## src/rtl/decode_ctrl_pipe.sv

```systemverilog
`default_nettype none
// ============================================================================
// decode_ctrl_pipe : registered RV32I(+M) control decoder with 2-entry skid
// Revision 1.0
// ============================================================================
module decode_ctrl_pipe #(
   parameter int XLEN     = 32,
   parameter bit ENABLE_M = 1'b1
) (
   input  logic            clk,
   input  logic            reset_n,
   input  logic            in_valid,
   output logic            in_ready,
   input  logic [31:0]     in_instr,
   input  logic [XLEN-1:0] in_pc,
   input  logic            flush,
   input  logic            ex_mem_read,
   input  logic [4:0]      ex_rd,
   output logic            out_valid,
   input  logic            out_ready,
   output logic [31:0]     out_instr,
   output logic [XLEN-1:0] out_pc,
   output logic [2:0]      out_encoding,
   output logic            out_reg_write,
   output logic            out_alu_src,
   output logic            out_mem_read,
   output logic            out_mem_write,
   output logic            out_mem_to_reg,
   output logic            out_is_branch,
   output logic [4:0]      out_alu_op,
   output logic            out_is_muldiv,
   output logic            out_illegal
);

   localparam logic [6:0] c_OP_R      = 7'b0110011;
   localparam logic [6:0] c_OP_LOAD   = 7'b0000011;
   localparam logic [6:0] c_OP_IMM    = 7'b0010011;
   localparam logic [6:0] c_OP_STORE  = 7'b0100011;
   localparam logic [6:0] c_OP_BRANCH = 7'b1100011;
   localparam logic [6:0] c_OP_JAL    = 7'b1101111;
   localparam logic [6:0] c_OP_JALR   = 7'b1100111;
   localparam logic [6:0] c_OP_LUI    = 7'b0110111;
   localparam logic [6:0] c_OP_AUIPC  = 7'b0010111;

   localparam logic [6:0] c_F7_BASE   = 7'b0000000;
   localparam logic [6:0] c_F7_ALT    = 7'b0100000;
   localparam logic [6:0] c_F7_MULDIV = 7'b0000001;

   localparam logic [2:0] c_ENC_R = 3'd0;
   localparam logic [2:0] c_ENC_I = 3'd1;
   localparam logic [2:0] c_ENC_S = 3'd2;
   localparam logic [2:0] c_ENC_B = 3'd3;
   localparam logic [2:0] c_ENC_U = 3'd4;
   localparam logic [2:0] c_ENC_J = 3'd5;

   localparam logic [4:0] c_ALU_ADD  = 5'd0;
   localparam logic [4:0] c_ALU_SUB  = 5'd1;
   localparam logic [4:0] c_ALU_AND  = 5'd2;
   localparam logic [4:0] c_ALU_OR   = 5'd3;
   localparam logic [4:0] c_ALU_XOR  = 5'd4;
   localparam logic [4:0] c_ALU_SLL  = 5'd5;
   localparam logic [4:0] c_ALU_SRL  = 5'd6;
   localparam logic [4:0] c_ALU_SRA  = 5'd7;
   localparam logic [4:0] c_ALU_SLT  = 5'd8;
   localparam logic [4:0] c_ALU_SLTU = 5'd9;
   localparam logic [4:0] c_ALU_PASS = 5'd10;
   localparam logic [4:0] c_ALU_MUL  = 5'd11;

   typedef struct packed {
      logic [31:0]     instr;
      logic [XLEN-1:0] pc;
      logic [2:0]      enc;
      logic            reg_write;
      logic            alu_src;
      logic            mem_read;
      logic            mem_write;
      logic            mem_to_reg;
      logic            is_branch;
      logic [4:0]      alu_op;
      logic            is_muldiv;
      logic            illegal;
   } entry_t;

   // funct3 -> ALU op shared by OP and OP-IMM; alt selects SUB/SRA
   function automatic logic [4:0] f_alu_base(input logic [2:0] f3, input logic alt);
      case (f3)
         3'b000:  f_alu_base = alt ? c_ALU_SUB : c_ALU_ADD;
         3'b001:  f_alu_base = c_ALU_SLL;
         3'b010:  f_alu_base = c_ALU_SLT;
         3'b011:  f_alu_base = c_ALU_SLTU;
         3'b100:  f_alu_base = c_ALU_XOR;
         3'b101:  f_alu_base = alt ? c_ALU_SRA : c_ALU_SRL;
         3'b110:  f_alu_base = c_ALU_OR;
         default: f_alu_base = c_ALU_AND;
      endcase
   endfunction

   logic [6:0] w_opcode;
   logic [2:0] w_f3;
   logic [6:0] w_f7;
   logic       w_bad;
   entry_t     w_dec;

   assign w_opcode = in_instr[6:0];
   assign w_f3     = in_instr[14:12];
   assign w_f7     = in_instr[31:25];

   always_comb begin
      w_dec       = '0;
      w_dec.instr = in_instr;
      w_dec.pc    = in_pc;
      w_dec.enc   = c_ENC_I;
      w_bad       = 1'b0;
      case (w_opcode)
         c_OP_R: begin
            w_dec.enc       = c_ENC_R;
            w_dec.reg_write = 1'b1;
            if (w_f7 == c_F7_BASE) begin
               w_dec.alu_op = f_alu_base(w_f3, 1'b0);
            end else if (w_f7 == c_F7_ALT) begin
               w_dec.alu_op = f_alu_base(w_f3, 1'b1);
               w_bad        = (w_f3 != 3'b000) && (w_f3 != 3'b101);
            end else if ((w_f7 == c_F7_MULDIV) && ENABLE_M) begin
               w_dec.alu_op    = c_ALU_MUL + {2'b00, w_f3};
               w_dec.is_muldiv = 1'b1;
            end else begin
               w_bad = 1'b1;
            end
         end
         c_OP_LOAD: begin
            w_dec.alu_src    = 1'b1;
            w_dec.mem_read   = 1'b1;
            w_dec.mem_to_reg = 1'b1;
            w_dec.reg_write  = 1'b1;
            w_bad = (w_f3 == 3'b011) || (w_f3 == 3'b110) || (w_f3 == 3'b111);
         end
         c_OP_IMM: begin
            w_dec.alu_src   = 1'b1;
            w_dec.reg_write = 1'b1;
            if (w_f3 == 3'b001) begin
               w_dec.alu_op = c_ALU_SLL;
               w_bad        = (w_f7 != c_F7_BASE);
            end else if (w_f3 == 3'b101) begin
               w_dec.alu_op = f_alu_base(w_f3, w_f7[5]);
               w_bad        = (w_f7 != c_F7_BASE) && (w_f7 != c_F7_ALT);
            end else begin
               w_dec.alu_op = f_alu_base(w_f3, 1'b0);
            end
         end
         c_OP_STORE: begin
            w_dec.enc       = c_ENC_S;
            w_dec.alu_src   = 1'b1;
            w_dec.mem_write = 1'b1;
            w_bad           = (w_f3 > 3'b010);
         end
         c_OP_BRANCH: begin
            w_dec.enc       = c_ENC_B;
            w_dec.is_branch = 1'b1;
            w_dec.alu_op    = c_ALU_SUB;
            w_bad           = (w_f3 == 3'b010) || (w_f3 == 3'b011);
         end
         c_OP_JAL: begin
            w_dec.enc       = c_ENC_J;
            w_dec.reg_write = 1'b1;
            w_dec.is_branch = 1'b1;
         end
         c_OP_JALR: begin
            w_dec.reg_write = 1'b1;
            w_dec.is_branch = 1'b1;
            w_bad           = (w_f3 != 3'b000);
         end
         c_OP_LUI: begin
            w_dec.enc       = c_ENC_U;
            w_dec.alu_src   = 1'b1;
            w_dec.reg_write = 1'b1;
            w_dec.alu_op    = c_ALU_PASS;
         end
         c_OP_AUIPC: begin
            w_dec.enc       = c_ENC_U;
            w_dec.alu_src   = 1'b1;
            w_dec.reg_write = 1'b1;
         end
         default: w_bad = 1'b1;
      endcase
      // Illegal words still travel down the pipe so execute can raise the trap
      if (w_bad) begin
         w_dec         = '0;
         w_dec.instr   = in_instr;
         w_dec.pc      = in_pc;
         w_dec.enc     = c_ENC_I;
         w_dec.illegal = 1'b1;
      end
   end

   entry_t     r_buf [2];
   logic       r_head;
   logic [1:0] r_count;

   entry_t     w_head;
   logic       w_uses_rs1;
   logic       w_uses_rs2;
   logic       w_hazard;
   logic       w_enq;
   logic       w_deq;
   logic       w_wr_idx;

   assign w_head     = r_buf[r_head];
   assign w_uses_rs1 = (w_head.enc != c_ENC_U) && (w_head.enc != c_ENC_J);
   assign w_uses_rs2 = (w_head.enc == c_ENC_R) || (w_head.enc == c_ENC_S) ||
                       (w_head.enc == c_ENC_B);
   assign w_hazard   = ex_mem_read && (ex_rd != 5'd0) &&
                       ((w_uses_rs1 && (w_head.instr[19:15] == ex_rd)) ||
                        (w_uses_rs2 && (w_head.instr[24:20] == ex_rd)));

   assign in_ready  = (r_count != 2'd2);
   assign out_valid = (r_count != 2'd0) && !w_hazard;
   assign w_enq     = in_valid && in_ready && !flush;
   assign w_deq     = out_valid && out_ready;
   assign w_wr_idx  = r_head ^ r_count[0];

   always_ff @(posedge clk or negedge reset_n) begin
      if (!reset_n) begin
         r_buf[0] <= '0;
         r_buf[1] <= '0;
         r_head   <= 1'b0;
         r_count  <= 2'd0;
      end else if (flush) begin
         r_head  <= 1'b0;
         r_count <= 2'd0;
      end else begin
         if (w_enq) begin
            r_buf[w_wr_idx] <= w_dec;
         end
         if (w_deq) begin
            r_head <= ~r_head;
         end
         case ({w_enq, w_deq})
            2'b10:   r_count <= r_count + 2'd1;
            2'b01:   r_count <= r_count - 2'd1;
            default: r_count <= r_count;
         endcase
      end
   end

   assign out_instr      = w_head.instr;
   assign out_pc         = w_head.pc;
   assign out_encoding   = w_head.enc;
   assign out_reg_write  = w_head.reg_write;
   assign out_alu_src    = w_head.alu_src;
   assign out_mem_read   = w_head.mem_read;
   assign out_mem_write  = w_head.mem_write;
   assign out_mem_to_reg = w_head.mem_to_reg;
   assign out_is_branch  = w_head.is_branch;
   assign out_alu_op     = w_head.alu_op;
   assign out_is_muldiv  = w_head.is_muldiv;
   assign out_illegal    = w_head.illegal;

endmodule
`default_nettype wire

```

## config.mk

```make
export PLATFORM = sky130hd
export DESIGN_NAME = decode_ctrl_pipe
export DESIGN_NICKNAME = d
export VERILOG_FILES = /design/src/rtl/decode_ctrl_pipe.sv
export SDC_FILE = /design/constraint.sdc
export NUM_CORES = 1
export LEC_CHECK = 0
export BUFFER_PORTS_ARGS = -buffer_cell sky130_fd_sc_hd__clkbuf_2
export CORE_MARGIN = 1.5
export CORE_UTILIZATION = 50
export CTS_CLUSTER_DIAMETER = 100
export DETAILED_ROUTE_END_ITERATION = 12
export GPL_TIMING_DRIVEN = 0
export PLACE_DENSITY = 0.76
export SLEW_MARGIN = 20
export SYNTH_ARGS = -nofsm -noshare
export SYNTH_HDL_FRONTEND = slang
export SYNTH_SLANG_ARGS = --single-unit
```

## constraint.sdc

```tcl
create_clock -name clk -period 1.9 [get_ports clk]
set_input_delay 0.38 -clock clk [delete_from_list [all_inputs] [get_ports clk]]
set_output_delay 0.38 -clock clk [all_outputs]
set_load 0.1 [all_outputs]
```

### Yosys cells after proc, flatten, opt, wreduce, memory -nomap -nowiden

Index checks and enable logic that the tools add are counted.

| cells by class | value |
|---|---|
| $add $sub $neg | 3 |
| order comparisons | 4 |
| equality and inequality tests | 29 |
| multiplexer cells | 36 |
| bitwise gates (word level) | 5 |
| reduce and logical (&&, ||, !) cells | 35 |

Operators with widths:

| cell | number |
|---|---|
| 2-to-1 mux 80 bit | 4 |
| bitwise mux 160 bit | 1 |
| demux 80 bit (select 1 bit) | 1 |
| case mux 4 bit (7 select lines) | 2 |
| equality test 7 x 6 -> 1 bit (second input constant) | 4 |
| equality test 7 bit (second input constant) | 3 |
| 2-to-1 mux 5 bit | 4 |
| case mux 4 bit (5 select lines) | 1 |
| case mux 5 bit (4 select lines) | 1 |
| 2-to-1 mux 1 bit | 16 |
| 2-to-1 mux 16 bit | 1 |
| case mux 3 bit (5 select lines) | 1 |
| equality test 7 x 5 -> 1 bit (second input constant) | 2 |
| equality test 3 x 2 -> 1 bit (second input constant) | 4 |
| equality test 3 bit (second input constant) | 4 |
| logical AND 1 bit | 12 |
| equality test 5 bit | 2 |
| inequality test 3 bit (second input constant) | 3 |
| equality test 7 x 1 -> 1 bit (second input constant) | 1 |
| equality test 7 x 2 -> 1 bit (second input constant) | 1 |
| zero test 7 bit | 1 |
| inequality test 7 x 6 -> 1 bit (second input constant) | 1 |
| case mux 1 bit (7 select lines) | 1 |
| nonzero test 7 bit | 1 |
| 27 further kinds | 40 |

| word-level totals | value |
|---|---|
| register bits after elaboration | 163 |
| bits of input ports | 75 |
| output and inout port bits | 82 |
| logic and storage cells | 138 |

### Depth between registers and ports, before layout

Gate-level depths: netlist of the first run.

| logic depth | value |
|---|---|
| word-level depth | 16 |
| gate-level depth with buffers | 9 |
| gate-level depth less buffers | 8 |

### Worst setup path before layout of the first run

OpenSTA, ideal clock, no wires.

| path | value |
|---|---|
| path type | register -> output |
| from | reg r_head |
| to | out out_valid |
| arrival | 3.231 ns |
| required time | 1.520 ns |
| slack | -1.711 ns |
| stages on the path, launching flop included | 8 |
| path buffers | 2 |
| cell sequence | dfrtp_1 buf_4 buf_4 mux2_2 xor2_1 nor3_1 a22oi_1 nor2b_1 |

| on the way | value |
|---|---|
| elaborated cells between the ends (all ways) | 20 |
| classes of those cells | eq/ne: 6; mux: 3; bitwise: 1; reduce/logical: 10 |

RTL lines:

| element | RTL line | text |
|---|---|---|
| from (decl) | 196 | `logic r_head;` |
| from (signal assigned) | 235 | `r_head <= ~r_head;` |
| inverter 1 -> 2 bit (not written as such) | 207 | `assign w_head = r_buf[r_head];` |
| 2-to-1 mux 80 bit (not written as such) (3 in series) | 207 |  |
| named net out_instr[18] | 21 | `output logic [31:0] out_instr,` |
| equality test 5 bit | 212 | `((w_uses_rs1 && (w_head.instr[19:15] == ex_rd)) \|\|` |
| logical AND 1 bit | 212 |  |
| logical OR 1 bit | 212 |  |
| logical AND 1 bit | 211 | `assign w_hazard = ex_mem_read && (ex_rd != 5'd0) &&` |
| zero test 1 bit | 216 | `assign out_valid = (r_count != 2'd0) && !w_hazard;` |
| logical AND 1 bit | 216 |  |
| to (decl) | 19 | `output logic out_valid,` |

The timed path passes the listed nets, and every way through them passes these cells. The select of a mux whose other input is x is not followed.

### Final worst setup path of the first run

| path | value |
|---|---|
| from | reg r_head |
| to | out out_valid |

| on the way | value |
|---|---|
| cells in the longest elaborated chain, start to end | 12 |
| elaborated cells between the ends (all ways) | 20 |
| classes of those cells | eq/ne: 6; mux: 3; bitwise: 1; reduce/logical: 10 |

Ends and longest elaborated chain:

| element | RTL line | text |
|---|---|---|
| inverter 1 -> 2 bit (not written as such) (*) | 207 |  |
| 2-to-1 mux 80 bit (not written as such) (*) (3 in series) | 207 |  |
| equality test 3 x 2 -> 1 bit or zero test 3 bit (tied branches) | 209 | `assign w_uses_rs2 = (w_head.enc == c_ENC_R) \|\| (w_head.enc == c_ENC_S) \|\|` |
| logical OR 1 bit (2 in series) | 209 |  |
| logical AND 1 bit | 213 | `(w_uses_rs2 && (w_head.instr[24:20] == ex_rd)));` |
| logical OR 1 bit (*) | 212 |  |
| logical AND 1 bit (*) | 211 |  |
| zero test 1 bit (*) | 216 |  |
| logical AND 1 bit (*) | 216 |  |

Every way passes the cells marked *; elsewhere a longest branch is shown, timed or not. The select of a mux whose other input is x is not followed.

==> results of run 1 <==
==> path summary, 6_finish.rpt <==
kind	start	cells past startpoint	slack, ns	end
max reg2reg	r_head	10	-0.56	r_buf[11]
min in group asynchronous	reset_n	2	0.50	r_buf[72]
min reg2reg	r_buf[137]	2	0.48	r_buf[137]
min	in_pc[30]	3	0.15	r_buf[126]
max in group asynchronous	reset_n	3	0.56	r_buf[115]
max	r_head	8	-0.76	out_valid
==> cell families (layout without fill, tap and decap cells) <==
kind of cell	count (synthesis)	count (layout)	share of synthesized area [%]
and+or+nand+nor	296	298	16.1
buffers and inverters	61	295	3.20
xor gates and xnor gates	11	11	1.21
muxes	142	142	20.0
AOI/OAI and AO/OA	94	94	8.10
adders and majority gates	6	6	0.940
DFF	161	161	50.5
==> layer usage <==
layer / vias up / part of all wire [%]
met4: 0 / 3.7
met3: 97 / 7.9
li1: 3105 / -
met1: 3615 / 37
met5: - / 0
met2: 365 / 51
==> layout by cell type (no fill, tap or decap), drive strengths merged, types with 3 or more instances in the layout <==
cell      instances
xor2              9
or4               3
nor4              3
nand2b            7
o311ai            3
or3b              4
buf              73
a21oi            12
o211ai            4
and3              4
nor2             12
nand2           225
mux2i             3
o22ai             4
dfrtp           161
ha                6
nor2b             9
o31ai            15
clkbuf          200
a31oi             3
inv              11
o21ai            34
clkinv            5
nand3             8
mux2            139
clkinvlp          4
nor3              9
==> tightest hold or removal path, delay by kind of cell <==
kind / cells / cell delay (ns)
buffers and inverters: 1 / 0.09
and+or+nand+nor: 2 / 0.09
==> where the power goes <==
group          switching [mW]  total (mW)  internal, mW  leakage, nW
logic                    5.45        9.42          3.97         3.80
clock network            1.43        3.25          1.82        0.255
registers               0.594        4.95          4.36         2.00
total                    7.47        17.6          10.2         6.05
==> flip-flops by register name, indices dropped and copies added (netlist names) <==
| name | cells |
|---|---|
| r_head | 1 |
| r_buf | 158 |
| r_count | 2 |
==> layout make-up <==
class                           count  area [um^2]  share of cell area, %
Multi-Input combinational cell    551         4320                   33.4
Sequential cell                   161         4030                   31.2
Timing Repair Buffer              205         3110                   24.1
Buffer                             48          609                   4.72
Clock buffer                       21          450                   3.49
Tap cell                          216          270                   2.09
Clock inverter                     10         88.8                  0.688
Inverter                           11         41.3                  0.320
==> through the flow <==
| step | utilization (%) | TNS, ns |
|---|---|---|
| 5_1_grt | 82.2 | -104.14 |
| 6_report | 82.2 | -91.71 |
| 3_5_place_dp | 59.6 | -88.34 |
| 3_3_place_gp | 59.4 | -474.56 |
| 2_1_floorplan | - | -1.35 |
| 4_1_cts | 75.9 | -39.69 |
==> timing repair <==
action,4_1_cts,5_1_grt
hold buffers,1,0
hold endpoints to repair,20,0
resized for setup,334,130
setup endpoints to repair,243,242
pin swaps,9,15
setup buffers,5,30
cloned,2,14
==> impl_results.md, run 1 <==
- Status: finished, violations left
- Failing checks: setup timing
- Vias per inst: 5.87
- Met2 usage: 49.3%
- Largest net degree at the start of global routing: 89
- Cts bufs inserted: 17
- Worst skew pair latency: 0.43 ns
- Register bit count reported by yosys: 161
- M3 GR Usage: 8.51%
- Count of unique library cells instantiated by Yosys: 59
- Worst-margin pin slew: 0.649 ns
- Buf/Inv on CP: 3
- Root buffer cell: clkbuf_16
- Dpl ws: -0.963 ns
- Nets: 1076
- Synth warn: 0
- Slowest-stage cell, CP: or3b_4
- Commonest cells in the netlist: nand2_1 (225), dfrtp_1 (161), mux2_2 (139), o21ai_0 (32), clkbuf_1 (28)
- Placed insts: 1142
- Critical Path Fanout Max: 7
- Leak: 6.05 nW
- Global-route wire length before repair: 37200 um
- Max incr delay on CP: 0.41 ns
- Clock tree from TritonCTS: done
- Reg clk slew, reported paths: 0.07 ns
- GPL Wtd Cong: 0.931
- Clock tree buffer depth: 2
- Worst Skew: 0.00855 ns
- Post-synth ARST share: 100%
- Syn_area_per_cell: 10.4 um^2
- Antenna violations before repair: 0
- Yosys top cell by area: dfrtp_1
- DR pass1 iterations: 7
- Drt wl/cell: 22.6 um
- Mapped Area: 7990 um^2
- Pwr dens: 1360 nW/um^2
- Max Cap Viol: 0
- H-tree depth: 4
- Total GRT Usage: 29.1%
- Crit Path Category: register to primary output
- Synthesized instance count: 771
- Post-synth EDFFs: 0
- Min Hold Slack: 0.150 ns
- DRC: 0
- # fillers: 800
- Fin. Hold Viols: 0
- Die height: 129 um
- Num ports: 157
- Total global routing overflow: 0
- Ratio of final minimum period to clock period: 140%
- Peak VDD IR: 1.04 mV
- Worst path arrival time: 2.28 ns
- Top cell type's share of synthesized area: 50.5%
- Startpoint Class: register
- Initial Util: 50.8%
- Max Clock Freq: 376 MHz
- Num rows: 46
- Worst setup EP type: primary output
- PortBufs: 154
- DIE AREA: 16700 um^2
- Post-route ant nets: 0
- Setup violations, final: 241
- Crit path cell chain: buf_6 > buf_12 > or3b_4 > o31ai_4 > nor4_1 > a22oi_2 > nor2b_4 > clkbuf_16
- DR vias: 7182
- M1 GR Usage: 35.1%
- RSZ-0062 raised after global routing: yes
- Final instance area: 12900 um^2
- GR peak layer: met2
- Seq/Total Area, Yosys: 50.5%
- Post-placement cell area: 9370 um^2
- Hold WC Path Type: input port to register
- Required time of the critical path: 1.52 ns
- PnR worst setup slack: -0.756 ns
- Count leader, synth: nand2_1
- Slew margin rel.: 56.8%
- Number of global-route vias before repair: 7127
- Design Power: 17.6 mW
- TritonCTS Sinks: 161
- WL final: 27700 um
- Syn_nets: 852
- Area contributors post-synth: dfrtp_1 (50%), mux2_2 (20%), nand2_1 (11%)
- Hpwl dp: 13900 um
- Pins Over Slew Limit: 0
- Non-Filler Instances: 1223
- Drt initial violations: 553
- Layout cells sized above 1: 47.2%
- CORE AREA: 15700 um^2
- ANT cells: 0
- Width of the chip: 129 um
- Top FF cell, synth: dfrtp_1
- Period minus WS final: 2.66 ns
- Layout area overhead: 61.8%
- CP delay by family, top: simple AND/OR/NAND/NOR gates
Power figures use the tool's default switching activity.
==> run 2, diff against run 1 <==
--- a/config.mk
+++ b/config.mk
@@ -6,12 +6,14 @@
 export NUM_CORES = 1
 export LEC_CHECK = 0
 export BUFFER_PORTS_ARGS = -buffer_cell sky130_fd_sc_hd__clkbuf_2
+export CELL_PAD_IN_SITES_DETAIL_PLACEMENT = 1
+export CELL_PAD_IN_SITES_GLOBAL_PLACEMENT = 2
 export CORE_MARGIN = 1.5
-export CORE_UTILIZATION = 50
+export CORE_UTILIZATION = 32
 export CTS_CLUSTER_DIAMETER = 100
 export DETAILED_ROUTE_END_ITERATION = 12
 export GPL_TIMING_DRIVEN = 0
-export PLACE_DENSITY = 0.76
+export PLACE_DENSITY_LB_ADDON = 0.1
 export SLEW_MARGIN = 20
 export SYNTH_ARGS = -nofsm -noshare
 export SYNTH_HDL_FRONTEND = slang
==> run 2 against run 1 <==
  * The flow finishes with violations (hold timing, setup timing)
  * Cell count rose by 7.4%
  * Worst setup slack got worse by 0.011 ns
  * Hold slack got worse by 0.19 ns
  * Non-clock buffer count fell by 18
  * Count of clock-buffer cells in the layout fell by 3
  * Total power fell by 1.1%
  * Sequential cell count did not move
  * Via count fell by 8.7%
  * Sequential power fell by 1%
  * Global-route usage fell by 8.9 points
  * Clock power rose by 8.9%
  * Utilization fell by 31 points
  * Largest cell class unchanged
==> impl_results.md, run 2 (same netlist as run 1, synthesis figures left out) <==
- Status: finished, violations left
- Failing checks: hold timing, setup timing
- Crit Path Category: register to primary output
- Cell internal pwr: 9.97 mW
- Worst Skew: 0.00897 ns
- Nets: 1058
- Drt initial violations: 280
- Hold buffer count at CTS: 0
- DIE AREA: 25900 um^2
- Max Cap Viol: 0
- PortBufs: 154
- Most frequent cells in the layout: nand2_1 (224), dfrtp_1 (161), clkbuf_2 (78)
- Num rows: 57
- Worst path arrival time: 2.29 ns
- Clock tree from TritonCTS: done
- Clock tree buffer depth: 2
- Cts bufs inserted: 17
- Period minus WS final: 2.67 ns
- # fillers: 2545
- DRC: 0
- Final instance area: 12500 um^2
- Setup violations, final: 231
- Min Hold Slack: -0.0402 ns
- Antenna violations before repair: 0
- Layout area overhead: 56.3%
- R2R Path End: r_buf[47]
- Total global routing overflow: 0
- Root buffer cell: clkbuf_16
- Top reg by flops: r_buf
- Design Power: 17.4 mW
- Vias per inst: 4.99
- R2R cell count: 8
- Ratio of final minimum period to clock period: 140%
- PnR worst setup slack: -0.768 ns
- Largest net degree at the start of global routing: 82
- Sw power: 7.45 mW
- Max incr delay on CP: 0.37 ns
- Post-placement cell area: 9510 um^2
- Pwr dens: 1400 nW/um^2
- Layout cells sized above 1: 45.3%
- TritonCTS Sinks: 161
- R2R Path Start: r_head
- GPL Wtd Cong: 0.904
- Startpoint Class: register
- Post-route ant nets: 0
- WL final: 26600 um
- Global-route wire length before repair: 40500 um
- Net Sw Frac: 42.8%
- Die height: 161 um
- Worst setup EP type: primary output
- ANT cells: 0
- H-tree depth: 4
- Pins Over Slew Limit: 0
- Num ports: 157
- Critical Path Fanout Max: 6
- Top flop regs: r_buf: 158 flops, r_count: 2 flops, r_head: 1 flops
- Total GRT Usage: 20.2%
- Commonest non-fill, non-tap cell in the layout: nand2_1
- Crit path cell chain: buf_6 > mux2_2 > xor2_1 > nor4_2 > a22oi_2 > nor2b_4 > clkbuf_16
- Slew margin rel.: 51.3%
- Width of the chip: 161 um
- Fin. Hold Viols: 13
- Leak: 5.77 nW
- Hpwl dp: 17600 um
- Clock share of power: 20.3%
- Reg clk slew, reported paths: 0.07 ns
- DR pass1 iterations: 5
- Peak VDD IR: 0.799 mV
- Hold WC Path Type: input port to async pin
- CORE AREA: 24400 um^2
- Initial Util: 32.7%
- Final Util: 51.2%
- Number of global-route vias before repair: 7183
- DR vias: 6556
- Largest register FFs: 158
- Reg2Reg Setup Slack: -0.34 ns
- Required time of the critical path: 1.52 ns
- Worst skew pair latency: 0.42 ns
- RSZ-0062 raised after global routing: yes
- Drt wl/cell: 20.2 um
- Worst-margin pin slew: 0.731 ns
- Max Clock Freq: 375 MHz
- Slowest-stage cell, CP: mux2_2
- Dpl ws: -0.918 ns
- Logic pwr share: 51.6%
- Sequential share of power: 28.0%
## run 2: changes by cell type in the layout (fill, tap and decap cells not counted), moves of 6 or more
cell,before,now
buf_12,23,58
nand2_4,8,0
clkbuf_16,107,57
buf_4,24,16
nand2_1,214,224
o21ai_0,16,23
o31ai_1,3,9
## run 2: stage by stage
step	instances	setup TNS (ns)
after floorplan	771	-1.35
after global placement	1249	-499.96
after detailed placement	1250	-110.00
after CTS	1289	-57.88
after global routing	1314	-78.27
final	1314	-64.51
## run 2: power by group through the flow
stage	Combinational (mW)	Sequential, mW	Clock [mW]
floorplan	5.76	4.74	0
CTS	7.72	4.86	3.64
finish	8.99	4.88	3.54
global route	9.35	5.01	3.78
global placement	6.59	4.83	0
detailed placement	6.71	4.92	0
## run 2: critical path, delay by kind of cell, from the launching register on
kind / cells / cell delay (ns)
simple gates: 2 / 0.49
buf+inv: 2 / 0.33
flops: 1 / 0.36
xor+xnor: 1 / 0.16
compound gates: 1 / 0.14
mux: 1 / 0.37
## run 2: worst max path at each step
stage                             to     from
final                      out_valid   r_head
after global routing       out_valid   r_head
after CTS                  out_valid   r_head
after global placement    r_buf[113]  reset_n
after detailed placement   out_valid   r_head
after floorplan            out_valid   r_head
## run 2: metal layers
layer / up-vias / wire [um] / part of all wire [%] / GRT usage, %
met5: - / 0 / 0 / 0
met4: 0 / 300 / 1.1 / 5.13
met3: 17 / 1560 / 5.9 / 5.19
met2: 148 / 13400 / 50 / 33.8
met1: 3332 / 11300 / 43 / 26.1
li1: 3059 / - / - / -
## run 2: layout make-up
cell class	instances	area, um^2	share of cell area (%)
tap	324	405	3.25
timing repair buffer	187	2600	20.9
clock buffer	18	429	3.44
clock inverter	14	169	1.35
inverter	11	46.3	0.371
multi-input combinational	551	4210	33.7
buffer	48	594	4.76
sequential	161	4030	32.3
## run 2: timing repair
action                                 in CTS  in global routing
buffers inserted                            6                 19
cloned                                      3                  6
resized for setup                         241                279
setup endpoints to repair                 243                235
pin swaps                                   7                 10
endpoints found under the hold margin       0                  0
==> run 3, diff against run 2 <==
--- a/config.mk
+++ b/config.mk
@@ -14,6 +14,7 @@
 export DETAILED_ROUTE_END_ITERATION = 12
 export GPL_TIMING_DRIVEN = 0
 export PLACE_DENSITY_LB_ADDON = 0.1
+export SKIP_CTS_REPAIR_TIMING = 1
 export SLEW_MARGIN = 20
 export SYNTH_ARGS = -nofsm -noshare
 export SYNTH_HDL_FRONTEND = slang
==> run 3 against run 2 <==
  * The flow still finishes with violations (hold timing, setup timing)
  * Clock skew fell by 0.00092 ns
  * Wire length down 4.0%
  * Non-clock buffer count shrank 8
  * Critical path depth is 1 higher
  * Design area shrank 10%
  * Count of clock-buffer cells in the layout is the same
  * Largest cell class unchanged
  * Largest power group unchanged
  * Highest routed layer unchanged
==> impl_results.md, run 3 (same netlist as run 1, synthesis figures left out) <==
- Nets: 1049
- Drt wl/cell: 19.6 um
- DRC: 0
- PortBufs: 154
- Top reg by flops: r_buf
- Post-route ant nets: 0
- Max Cap Viol: 0
- R2R Path Start: r_head
- Critical Path Fanout Max: 7
- Most frequent cells in the layout: nand2_1 (218), dfrtp_1 (161), mux2_2 (80)
- Peak VDD IR: 0.960 mV
- Num ports: 157
- Layout cells sized above 1: 44.5%
- Status: finished, violations left
- Clock tree buffer depth: 2
- Slew margin rel.: 51.7%
- Required time of the critical path: 1.52 ns
- Commonest non-fill, non-tap cell in the layout: nand2_1
- RSZ-0062 raised after global routing: yes
- Met3 routed WL: 1500 um
- Sw power: 7.15 mW
- Setup violations, final: 241
- Period minus WS final: 2.65 ns
- Largest register FFs: 158
- Die height: 161 um
- TritonCTS Sinks: 161
- Worst-margin pin slew: 0.725 ns
- WL final: 25500 um
- Hold WC Path Type: input port to async pin
- Drt initial violations: 245
- Pwr dens: 1410 nW/um^2
- Fin. Hold Viols: 13
- DR pass1 iterations: 4
- Cell internal pwr: 8.64 mW
- # fillers: 2657
- Vias per inst: 4.94
- Crit Path Category: register to primary output
- Logic pwr share: 46.8%
- PnR worst setup slack: -0.746 ns
- ANT cells: 0
- Worst skew pair latency: 0.43 ns
- Sequential share of power: 30.9%
- Clock tree from TritonCTS: done
- Design Power: 15.8 mW
- Antenna violations before repair: 0
- Worst path arrival time: 2.27 ns
- Critical path origin: r_head
- DR vias: 6452
- Clock share of power: 22.4%
- Total GRT Usage: 19.3%
- Total global routing overflow: 0
- Min Hold Slack: -0.0484 ns
- DR WL met2: 12600 um
- Max Clock Freq: 378 MHz
- Reg clk slew, reported paths: 0.07 ns
- Largest net degree at the start of global routing: 82
- Hpwl dp: 17600 um
- Leak: 5.29 nW
- Failing checks: hold timing, setup timing
- Pins Over Slew Limit: 0
- Net Sw Frac: 45.3%
- Top flop regs: r_buf: 158 flops, r_count: 2 flops, r_head: 1 flops
- H-tree depth: 4
- Num rows: 57
- CORE AREA: 24400 um^2
- Global-route wire length before repair: 38600 um
- M1 WL: 11000 um
- Final Util: 45.8%
- Cts bufs inserted: 17
- Uppermost routed layer: met4
- Initial Util: 32.7%
- Ratio of final minimum period to clock period: 139%
- DIE AREA: 25900 um^2
- Width of the chip: 161 um
- Worst setup EP type: primary output
- Worst Skew: 0.00805 ns
- Number of global-route vias before repair: 6959
- Startpoint Class: register
- Layout area overhead: 39.9%
- Root buffer cell: clkbuf_16
- GPL Wtd Cong: 0.904
run 3: changes by cell type in the layout (fill, tap and decap cells not counted), moves of 5 or more:
| cell | previous run | this run |
|---|---|---|
| clkbuf_4 | 2 | 39 |
| buf_2 | 1 | 9 |
| mux2_2 | 64 | 80 |
| nand2_1 | 224 | 218 |
| nand2_2 | 1 | 7 |
| buf_4 | 16 | 36 |
| mux2_4 | 75 | 59 |
| clkbuf_16 | 57 | 27 |
| buf_12 | 58 | 15 |
| clkbuf_1 | 6 | 11 |
run 3: critical path, stage by stage (launching register included):
cell     delay (ns)
dfrtp_1        0.39
buf_6          0.16
buf_12         0.14
mux2_4         0.32
xor2_2         0.16
nor4_2         0.06
a22oi_2        0.22
nor2b_4        0.20
buf_12         0.18
run 3: final timing paths:
kind	end	slack [ns]	cells past startpoint
min in group clk	r_buf[113]	0.15	3
min reg2reg	r_buf[157]	0.47	2
min	r_buf[154]	-0.05	1
max reg2reg	r_buf[85]	-0.23	7
max	out_valid	-0.75	8
max in group asynchronous	r_buf[22]	1.10	2
run 3: power by group through the flow:
| stage | registers (mW) | clock network, mW | logic [mW] |
|---|---|---|---|
| after floorplan | 4.74 | 0 | 5.76 |
| after global placement | 4.83 | 0 | 6.59 |
| after detailed placement | 4.92 | 0 | 6.71 |
| after CTS | 4.86 | 3.64 | 6.72 |
| after global routing | 5.00 | 3.79 | 7.72 |
| final | 4.87 | 3.53 | 7.38 |
run 3: routing by layer:
| metal | global-route usage (%) | vias up |
|---|---|---|
| met3 | 5.14 | 24 |
| met5 | 0 | - |
| met2 | 32.4 | 163 |
| met1 | 24.6 | 3225 |
| li1 | - | 3040 |
| met4 | 4.92 | 0 |
run 3: per-stage QoR:
step | cell area, um^2 | cells | setup WS [ns] | setup TNS, ns
after floorplan | 8290 | 771 | -0.649 | -1.35
after global placement | 9470 | 1249 | -2.49 | -499.96
after detailed placement | 9510 | 1250 | -0.918 | -110.00
after CTS | 10100 | 1282 | -1.39 | -139.75
after global routing | 11200 | 1305 | -0.828 | -78.30
final | 11200 | 1305 | -0.746 | -62.06
run 3: area by class of cell:
| cell class | instances | area, um^2 | area share (%) |
|---|---|---|---|
| Tap cell | 324 | 405 | 3.63 |
| Inverter | 11 | 46.3 | 0.414 |
| Buffer | 48 | 470 | 4.21 |
| Sequential cell | 161 | 4030 | 36.1 |
| Timing Repair Buffer | 179 | 1500 | 13.5 |
| Clock inverter | 14 | 169 | 1.51 |
| Multi-Input combinational cell | 550 | 4120 | 36.9 |
| Clock buffer | 18 | 429 | 3.84 |
